[config.mk]
export PLATFORM = sky130hd
export DESIGN_NAME = kbd_scancode_queue
export DESIGN_NICKNAME = d
export VERILOG_FILES = /design/src/rtl/kbd_pkg.sv /design/src/rtl/kbd_scancode_queue_sync_fifo.sv /design/src/rtl/kbd_scancode_queue.sv
export SDC_FILE = /design/constraint.sdc
export NUM_CORES = 1
export LEC_CHECK = 0
export CORE_UTILIZATION = 37
export DETAILED_ROUTE_END_ITERATION = 6
export PLACE_DENSITY = 0.67
export RECOVER_POWER = 100
export SYNTH_ARGS = -nofsm -noshare
export SYNTH_HDL_FRONTEND = slang
export SYNTH_HIERARCHICAL = 1
export SYNTH_SLANG_ARGS = --single-unit
[constraint.sdc]
create_clock -name CLK -period 7 [get_ports CLK]
set_clock_uncertainty 0.1 [all_clocks]
set_input_delay 1.4 -clock CLK [delete_from_list [all_inputs] [get_ports CLK]]
set_output_delay 1.4 -clock CLK [all_outputs]
set_load 0.02 [all_outputs]
[src/rtl/kbd_pkg.sv]
// ---------------------------------------------------------------------------
// kbd_pkg
// Shared types and constants for the keyboard scancode receive queue:
//   - kbd_filt_t   : break-sequence filter states
//   - KBD_BREAK    : PS/2 break prefix byte
//   - KBD_EXT      : PS/2 extended-key prefix byte (always enqueued)
//   - KBD_*_OFS    : register offsets from the block base address
//   - KBD_CLR_OVF / KBD_FLUSH : control bit positions in the status register
// ---------------------------------------------------------------------------
package kbd_pkg;

    typedef enum logic {IDLE = 1'b0, SKIP = 1'b1} kbd_filt_t;

    localparam logic [7:0]  KBD_BREAK    = 8'hF0;
    localparam logic [7:0]  KBD_EXT      = 8'hE0;

    localparam logic [31:0] KBD_DATA_OFS = 32'd0;
    localparam logic [31:0] KBD_STAT_OFS = 32'd4;

    localparam int KBD_CLR_OVF = 0;
    localparam int KBD_FLUSH   = 1;

endpackage

[src/rtl/kbd_scancode_queue_sync_fifo.sv]
// ---------------------------------------------------------------------------
// sync_fifo
// Single-clock FIFO with first-word-fall-through output.
// Ports:
//   clk, rst : clock and synchronous active-high reset
//   push     : write din (accepted when not full, or when full and a pop
//              happens in the same cycle)
//   pop      : drop the head entry (ignored when empty)
//   flush    : empty the FIFO; overrides push and pop
//   din      : write data
//   dout     : head entry (combinational, undefined contents when empty)
//   count    : number of stored entries
//   full     : count == DEPTH
//   empty    : count == 0
// ---------------------------------------------------------------------------
module sync_fifo #(
    parameter int  WIDTH = 8,
    parameter int  DEPTH = 16,
    localparam int AW    = $clog2(DEPTH)
) (
    input  logic             clk,
    input  logic             rst,
    input  logic             push,
    input  logic             pop,
    input  logic             flush,
    input  logic [WIDTH-1:0] din,
    output logic [WIDTH-1:0] dout,
    output logic [AW:0]      count,
    output logic             full,
    output logic             empty
);

    localparam logic [AW:0] FULL_CNT = (AW + 1)'(DEPTH);

    logic [WIDTH-1:0] mem_q [DEPTH];
    logic [AW-1:0]    wr_ptr_q, wr_ptr_d;
    logic [AW-1:0]    rd_ptr_q, rd_ptr_d;
    logic [AW:0]      count_q, count_d;
    logic             do_push_s, do_pop_s;

    // Status flags, qualified push/pop and next pointer/count values.
    always_comb begin
        empty     = (count_q == {(AW + 1){1'b0}});
        full      = (count_q == FULL_CNT);
        // A pop while full frees the slot the simultaneous push needs.
        do_pop_s  = pop & ~empty & ~flush;
        do_push_s = push & ~flush & (~full | do_pop_s);
        wr_ptr_d  = wr_ptr_q;
        rd_ptr_d  = rd_ptr_q;
        count_d   = count_q;
        if (flush) begin
            wr_ptr_d = {AW{1'b0}};
            rd_ptr_d = {AW{1'b0}};
            count_d  = {(AW + 1){1'b0}};
        end else begin
            // Pointers are exactly log2(DEPTH) bits, so they wrap on their own.
            if (do_push_s) begin
                wr_ptr_d = wr_ptr_q + AW'(1'b1);
            end else begin
                wr_ptr_d = wr_ptr_q;
            end
            if (do_pop_s) begin
                rd_ptr_d = rd_ptr_q + AW'(1'b1);
            end else begin
                rd_ptr_d = rd_ptr_q;
            end
            case ({do_push_s, do_pop_s})
                2'b10:   count_d = count_q + (AW + 1)'(1'b1);
                2'b01:   count_d = count_q - (AW + 1)'(1'b1);
                default: count_d = count_q;
            endcase
        end
        dout  = mem_q[rd_ptr_q];
        count = count_q;
    end

    // Pointer and occupancy registers.
    always_ff @(posedge clk) begin
        if (rst) begin
            wr_ptr_q <= {AW{1'b0}};
            rd_ptr_q <= {AW{1'b0}};
            count_q  <= {(AW + 1){1'b0}};
        end else begin
            wr_ptr_q <= wr_ptr_d;
            rd_ptr_q <= rd_ptr_d;
            count_q  <= count_d;
        end
    end

    // Storage array; contents need no reset because count gates every read.
    always_ff @(posedge clk) begin
        if (do_push_s) begin
            mem_q[wr_ptr_q] <= din;
        end
    end

endmodule

[src/rtl/kbd_scancode_queue.sv]
// ---------------------------------------------------------------------------
// kbd_scancode_queue
// IOBUS receive queue for PS/2 scancodes from the KeyboardDriver.
// Ports:
//   CLK, RST     : bus clock, synchronous active-high reset
//   KB_INTRPT    : asynchronous scancode strobe (synchronised here)
//   KB_SCANCODE  : scancode, stable while KB_INTRPT is high
//   IOBUS_ADDR   : bus address
//   IOBUS_OUT    : CPU write data (only control bits of the status reg used)
//   IOBUS_WR     : CPU write strobe
//   RD_DATA      : combinational read data, 0 outside this block
//   INTR         : one-cycle pulse per scancode written into the queue
// Registers:
//   BASE_AD      : read {23'b0, nonempty, head}; write pops one entry
//   BASE_AD + 4  : read {OVF, 23'b0, count}; write bit0 clears OVF,
//                  bit1 flushes the queue and the break filter
// ---------------------------------------------------------------------------
module kbd_scancode_queue
    import kbd_pkg::*;
#(
    parameter int          DEPTH      = 16,
    parameter logic [31:0] BASE_AD    = 32'h1120_0000,
    parameter bit          DROP_BREAK = 1'b1
) (
    input  logic        CLK,
    input  logic        RST,
    input  logic        KB_INTRPT,
    input  logic [7:0]  KB_SCANCODE,
    input  logic [31:0] IOBUS_ADDR,
    input  logic [31:0] IOBUS_OUT,
    input  logic        IOBUS_WR,
    output logic [31:0] RD_DATA,
    output logic        INTR
);

    localparam int CW = $clog2(DEPTH) + 1;

    logic          sync1_q, sync2_q, prev_q;
    logic          edge_q, edge_d;
    logic [7:0]    byte_q, byte_d;
    kbd_filt_t     state_q, state_d;
    logic          ovf_q, ovf_d;
    logic          intr_q, intr_d;

    logic          sel_data_s, sel_stat_s;
    logic          pop_req_s, flush_s, clr_ovf_s;
    logic          accept_s, push_req_s, pop_ok_s, push_ok_s, ovf_set_s;
    logic [7:0]    head_s, count8_s;
    logic [CW-1:0] count_s;
    logic          full_s, empty_s;
    logic          unused_wdata_s;

    assign unused_wdata_s = ^IOBUS_OUT[31:2];

    // Bus decode, break filter, enqueue qualification and next-state logic.
    always_comb begin
        sel_data_s = (IOBUS_ADDR == (BASE_AD + KBD_DATA_OFS));
        sel_stat_s = (IOBUS_ADDR == (BASE_AD + KBD_STAT_OFS));
        pop_req_s  = IOBUS_WR & sel_data_s;
        flush_s    = IOBUS_WR & sel_stat_s & IOBUS_OUT[KBD_FLUSH];
        clr_ovf_s  = IOBUS_WR & sel_stat_s & IOBUS_OUT[KBD_CLR_OVF];

        edge_d = sync2_q & ~prev_q;
        if (edge_d) begin
            byte_d = KB_SCANCODE;
        end else begin
            byte_d = byte_q;
        end

        // Only an idle filter passes bytes; F0 itself is never passed.
        if (!edge_q) begin
            accept_s = 1'b0;
        end else if (!DROP_BREAK) begin
            accept_s = 1'b1;
        end else if (state_q == SKIP) begin
            accept_s = 1'b0;
        end else begin
            accept_s = (byte_q != KBD_BREAK);
        end

        // A flush in the same cycle discards the incoming byte entirely.
        push_req_s = accept_s & ~flush_s;
        pop_ok_s   = pop_req_s & ~empty_s;
        push_ok_s  = push_req_s & (~full_s | pop_ok_s);
        ovf_set_s  = push_req_s & full_s & ~pop_ok_s;

        state_d = state_q;
        if (flush_s) begin
            state_d = IDLE;
        end else if (edge_q && DROP_BREAK) begin
            case (state_q)
                IDLE: begin
                    if (byte_q == KBD_BREAK) begin
                        state_d = SKIP;
                    end else begin
                        state_d = IDLE;
                    end
                end
                SKIP:    state_d = IDLE;
                default: state_d = IDLE;
            endcase
        end else begin
            state_d = state_q;
        end

        // Set beats clear when both happen in one cycle.
        ovf_d  = ovf_set_s | (ovf_q & ~clr_ovf_s);
        intr_d = push_ok_s;
    end

    // Synchroniser, edge detector, captured byte, filter, OVF and INTR.
    always_ff @(posedge CLK) begin
        if (RST) begin
            sync1_q <= 1'b0;
            sync2_q <= 1'b0;
            prev_q  <= 1'b0;
            edge_q  <= 1'b0;
            byte_q  <= 8'h00;
            state_q <= IDLE;
            ovf_q   <= 1'b0;
            intr_q  <= 1'b0;
        end else begin
            sync1_q <= KB_INTRPT;
            sync2_q <= sync1_q;
            prev_q  <= sync2_q;
            edge_q  <= edge_d;
            byte_q  <= byte_d;
            state_q <= state_d;
            ovf_q   <= ovf_d;
            intr_q  <= intr_d;
        end
    end

    sync_fifo #(
        .WIDTH (8),
        .DEPTH (DEPTH)
    ) u_fifo (
        .clk   (CLK),
        .rst   (RST),
        .push  (push_req_s),
        .pop   (pop_req_s),
        .flush (flush_s),
        .din   (byte_q),
        .dout  (head_s),
        .count (count_s),
        .full  (full_s),
        .empty (empty_s)
    );

    // Combinational read mux so a load completes in the existing bus cycle.
    always_comb begin
        count8_s = 8'(count_s);
        if (sel_data_s) begin
            if (empty_s) begin
                RD_DATA = 32'h0000_0000;
            end else begin
                RD_DATA = {23'd0, 1'b1, head_s};
            end
        end else if (sel_stat_s) begin
            RD_DATA = {ovf_q, 23'd0, count8_s};
        end else begin
            RD_DATA = 32'h0000_0000;
        end
        INTR = intr_q;
    end

endmodule

# Word-level counts from Yosys, hierarchy flattened

Memory sizes are Yosys's and may differ from the RTL's. A register that Yosys moved wholly into a read port is not among the register bits.
Index checks and enable logic that the tools add are counted.

Flip-flop bits (word level): 28
Bits in latches: 0
Bits in writable memories: 128
ROM bits: 0
Logic and storage cells: 62
Memories: 1

Add/subtract/negate cells: 4
$mul: 0
Divide/modulo/power cells: 0
$lt $le $gt $ge: 0
Equal/unequal tests: 7
Shift-type cells: 0
Mux-type cells: 12
Bitwise operators: 24
Reduce and logical (&&, ||, !) cells: 3

Memories:

| name         | words | bits a word | read ports | clocked after Yosys merged registers in | wr ports | line                               | source |
|---|---|---|---|---|---|---|---|
| u_fifo.mem_q | 16    | 8           | 1          | 1                                       | 1        | kbd_scancode_queue_sync_fifo.sv:35 | `logic [WIDTH-1:0] mem_q [DEPTH];` |

Operator list:

| cell                   | count |
|---|---|
| $eq A32 B29 Y1 const B | 2 |
| $mux W32               | 2 |
| $and A1 B1 Y1          | 14 |
| $pmux W5 S2            | 1 |
| $mux W9                | 1 |
| $add A4 B1 Y4 const B  | 2 |
| $eq A8 B8 Y1 const B   | 1 |
| $mux W4                | 2 |
| $ne A8 B8 Y1 const B   | 1 |
| $not A1 Y1             | 7 |
| $add A5 B1 Y5 const B  | 1 |
| $eq A5 B5 Y1 const B   | 1 |
| $logic_not A5 Y1       | 1 |
| $mux W1                | 5 |
| $sub A5 B1 Y5 const B  | 1 |
| $or A1 B1 Y1           | 3 |
| $eq A2 B1 Y1 const B   | 1 |
| $eq A2 B2 Y1 const B   | 1 |
| $pmux W1 S2            | 1 |
| $reduce_bool A2 Y1     | 1 |
| $reduce_or A2 Y1       | 1 |

# Logic depth before layout (Yosys ltp)

Depth after elaboration: 9
Gate-level depth with buffers: 14
Mapped depth without buffers: 12

# By module

The synthesis kept the hierarchy.

By module, submodules not included:

| module             | instances | cells each | area each (sq um) | sequential area each (sq um) |
|---|---|---|---|---|
| sync_fifo          | 1         | 340        | 5950.7            | 4184.0 |
| kbd_scancode_queue | 1         | 117        | 1029.7            | 300.3 |

# Worst setup path after synthesis

Ideal clock, no wire load.

Kind: input to register
From: input port IOBUS_ADDR[3]
To: register u_fifo.count_q[4] (netlist: u_fifo/count[4])
Setup time: 0.120 ns
Data arrival time: 4.262 ns
Data required time: 6.780 ns
Setup slack: 2.519 ns
Cell stages on the path: 13
Cell sequence: nor4_1 > nand4_1 > or2_1 > buf_6 > nor3_4 > clkbuf_1 > o211ai_1 > or2_2 > fa_1 > nand2b_1 > a21o_1 > mux2i_1 > o31a_1

Elaborated cells between the ends (all ways): 17
Classes of those cells: eq/ne (4); mux (1); bitwise (10); reduce/logical (2)

RTL lines:

| element                                           | line                               | source |
|---|---|---|
| from (decl)                                       | kbd_scancode_queue.sv:29           | `input logic [31:0] IOBUS_ADDR,` |
| $eq A32 B29 Y1 *                                  | kbd_scancode_queue.sv:57           | `sel_data_s = (IOBUS_ADDR == (BASE_AD + KBD_DATA_OFS));` |
| $and A1 B1 Y1 *                                   | kbd_scancode_queue.sv:59           | `pop_req_s = IOBUS_WR & sel_data_s;` |
| via pop_req_s                                     | kbd_scancode_queue.sv:46           | `logic pop_req_s, flush_s, clr_ovf_s;` |
| $and A1 B1 Y1 * (2 in series)                     | kbd_scancode_queue_sync_fifo.sv:46 | `do_pop_s = pop & ~empty & ~flush;` |
| $or A1 B1 Y1                                      | kbd_scancode_queue_sync_fifo.sv:47 | `do_push_s = push & ~flush & (~full \| do_pop_s);` |
| $and A1 B1 Y1                                     | kbd_scancode_queue_sync_fifo.sv:47 |  |
| $eq A2 B1 Y1 or $eq A2 B2 Y1 (tied branches)      | kbd_scancode_queue_sync_fifo.sv:67 | `case ({do_push_s, do_pop_s})` |
| $pmux W5 S2 or $reduce_bool A2 Y1 (tied branches) | n/a                                |  |
| to (signal assigned)                              | kbd_scancode_queue_sync_fifo.sv:82 | `count_q <= {(AW + 1){1'b0}};` |
| to (signal assigned)                              | kbd_scancode_queue_sync_fifo.sv:86 | `count_q <= count_d;` |
| to (decl)                                         | kbd_scancode_queue_sync_fifo.sv:38 | `logic [AW:0] count_q, count_d;` |

Mark *: on every way through the listed nets, which the timed path passes. The rest lies on a longest branch.
A chain may end at the register's enable or synchronous reset.

# Final worst setup path

From: input port IOBUS_ADDR[3]
To: memory u_fifo.mem_q[9][4] (enable)

Elaborated cells between the ends (all ways): 14
Classes of those cells: eq/ne (2); mux (2); bitwise (10)

RTL lines:

| element                       | line                               | source |
|---|---|---|
| $eq A32 B29 Y1                | kbd_scancode_queue.sv:57           |  |
| $and A1 B1 Y1                 | kbd_scancode_queue.sv:59           |  |
| via pop_req_s                 | kbd_scancode_queue.sv:46           |  |
| $and A1 B1 Y1 (2 in series)   | kbd_scancode_queue_sync_fifo.sv:46 |  |
| $or A1 B1 Y1                  | kbd_scancode_queue_sync_fifo.sv:47 |  |
| $and A1 B1 Y1                 | kbd_scancode_queue_sync_fifo.sv:47 |  |
| $mux W1                       | kbd_scancode_queue_sync_fifo.sv:92 | `if (do_push_s) begin` |
| $mux W1 (implied by the code) | kbd_scancode_queue_sync_fifo.sv:93 | `mem_q[wr_ptr_q] <= din;` |
| to (decl)                     | kbd_scancode_queue_sync_fifo.sv:35 |  |

The timed path passes the listed nets, and every way through them passes these cells.

==> run_results.csv <==
group,metric,value,unit
placed_design,portBuffers,56,
cells_and_area,n_fill_cell,1558,
clock_network,hold_buffers,0,
worst_setup_path,start_kind,"input pin",
floorplan,die_w,139,um
power,p_leak,2.75,nW
synth,yosysWarnings,6,
clock_network,path_clk_slew,0.06,ns
worst_setup_path,crit_fanout,15,
clock_network,cts_made_buffers,17,
timing,period_needed,5.77,ns
floorplan,num_rows,49,
timing,fin_setup_tns,0,ns
clock_network,h-tree-depth,4,
floorplan,fp.dieH,139,um
synth,synth-seq-area-share,64.2,%
global_route,grt_max_degree,33,
timing,tightest_slew,1.35,ns
routing,routed_wl,14400,um
synth,synthArstFlopShare,0,%
power,vdd_ir_drop_max,0.196,mV
clock_network,clockBufferDepth,2,
routing,vias_per_cell,5.38,
clock_network,numClockSinks,160,
synth,synth_cell_types,61,
worst_setup_path,worstPathArrival,5.72,ns
timing,setup-violations-final,0,
timing,finalCritPeriodShare,82.4,%
routing,first_pass_iters,5,
routing,drt-initial-drc-count,376,
power,power_density,246,nW/um2
synth,synth_ff_type,"edfxtp_1",
job,maxCapViolCount,0,
floorplan,coreArea,18200,um2
timing,fmax,173,MHz
floorplan,start_util,38.3,%
worst_setup_path,required,6.95,ns
cells_and_area,insertedDiodeCount,0,
clock_network,post_cts_buffers,0,
clock_network,cts_tree,"yes",
floorplan,top_level_ports,109,
cells_and_area,synthToLayoutAreaGrowth,18.2,%
worst_setup_path,end_kind,"register",
placed_design,hpwl,9560,um
worst_hold_path,hp-class,"register to register",
outcome,status,"completed",
clock_network,clock_latency,0.44,ns
global_route,gr-usage-all-layers,15.6,%
cells_and_area,layout_common_cells,"edfxtp_1, clkdlybuf4s50_1, mux4_2, nor2_1, dfxtp_1",
routing,vias,4066,
timing,slew_viol_final,0,
routing,drc_errors,0,
cells_and_area,finalNetCount,599,
global_route,grt_pass1_vias,3843,
routing,ant_nets,0,
synth,postSynthCellCount,457,
routing,wl_per_cell,19.1,um
synth,synth_area,6980,um2
global_route,grt_antenna_before_repair,0,
clock_network,root_buffer,"clkbuf_16",
cells_and_area,final_common_cell,"edfxtp_1",
synth,ys_ff_latch,160,
global_route,grt_overflow_total,0,
timing,finalHoldViolCount,0,
placed_design,postPlaceCellArea,7690,um2
worst_setup_path,criticalPathCategory,"input pin to register",
floorplan,dieArea,19400,um2
cells_and_area,fin_area,8250,um2
cells_and_area,drive_gt1_share,16.3,%
placed_design,gp_congestion,0.826,
synth,syn_area_per_cell,15.3,um2
synth,synth_edf_count,128,
timing,relSlewSlack,9.55,%
clock_network,cts.repair.resized,0,
timing,rsz0062_at_grt,"no",
global_route,grt_pass1_wl,21900,um
## per-layer routing
metal	share of wire (%)	wire [um]	vias to the layer above	global-route usage (%)
li1	-	-	1851	-
met1	44	6310	2068	20.5
met2	49	7080	125	24.3
met3	5.2	754	22	4.27
met4	1.9	277	0	6.49
met5	0	0	-	0
## through the flow
step	setup slack, ns	power [mW]	util (%)	std cells	hold WS (ns)
6_report	1.23	2.03	45.3	756	0.318
4_1_cts	1.81	2.04	45.6	756	0.319
3_3_place_gp	1.84	1.13	42.2	724	0.306
3_5_place_dp	1.75	1.13	42.2	724	0.314
5_1_grt	0.880	2.08	45.3	756	0.332
2_1_floorplan	2.52	1.10	-	478	0.292
## cells in the mapped netlist, drive strengths merged, types with 2 or more instances
master,n,area share [%]
clkbuf,15,0.81
nor3,6,0.82
nand4b,2,0.25
or4,3,0.38
nor3b,3,0.32
nand4,3,0.27
inv,14,0.75
nand2b,3,0.27
o21ai,4,0.29
o211ai,3,0.32
o2111ai,2,0.25
a21oi,7,0.56
a21o,3,0.34
and2,9,0.81
mux2i,11,1.6
and3,4,0.36
ha,8,1.4
nand2,15,0.81
nor4b,2,0.43
dfxtp,32,9.2
or3,2,0.18
a22oi,21,2.3
o311ai,2,0.25
nor2,36,2.1
o31a,2,0.25
or3b,2,0.25
o31ai,2,0.41
a211oi,4,0.43
edfxtp,128,55
nor4,12,1.5
nor2b,11,0.99
xnor2,3,0.38
mux4,32,10
nand3,4,0.29
xor2,2,0.25
or2,4,0.36
buf,30,3.0
## power breakdown
part / switching (mW) / internal (mW) / leakage (nW) / total (mW)
Sequential: 0.0122 / 1.03 / 1.43 / 1.04
Combinational: 0.0359 / 0.0348 / 1.02 / 0.0707
Clock: 0.358 / 0.559 / 0.302 / 0.917
Total: 0.407 / 1.62 / 2.75 / 2.03
## state kept, by name, summed over array words and instances (netlist names), 4 cells and up, named ones only
| register | count |
|---|---|
| u_fifo/wr_ptr_q | 4 |
| u_fifo/count | 5 |
| u_fifo/mem_q | 128 |
| u_fifo/rd_ptr_q | 4 |
| byte_q | 8 |
## path summary, 6_finish.rpt
path	startpoint	to	slack [ns]	cells past startpoint
worst max register to register	byte_q[0]	u_fifo/mem_q[9][4]	2.97	7
worst min register to register	prev_q	edge_q	0.32	1
worst min-delay path	prev_q	edge_q	0.32	1
worst max-delay path	IOBUS_ADDR[3]	u_fifo/mem_q[9][4]	1.23	9
## layout make-up
class	count	area (um2)	share of cell area (%)
timing repair buffer	62	587	7.11
clock buffer	26	567	6.87
inverter	14	52.6	0.637
clock inverter	6	38.8	0.470
tap	229	287	3.47
sequential	160	4490	54.4
multi-input combinational	259	2240	27.1
## kinds of logic after synthesis
group                    synth area share (%)
other                                  0.0537
XOR/XNOR                                0.627
adder cells (fa/ha/maj)                  1.72
multiplexers                             11.9
flip-flops                               64.2
buffers and inverters                    4.55
AO/OA/AOI/OAI                            6.11
AND/OR/NAND/NOR                          10.8
## worst max-delay path: stages
cell and delay [ns]:
dlygate4sd3_1 0.54, nor4_1 0.28, nand4_1 0.27, or2_0 0.49, nor3_1 1.10, nor2b_1 0.19, a21o_1 0.33, nor3b_1 0.39
and2_0 0.73
Power figures use the tool's default switching activity.
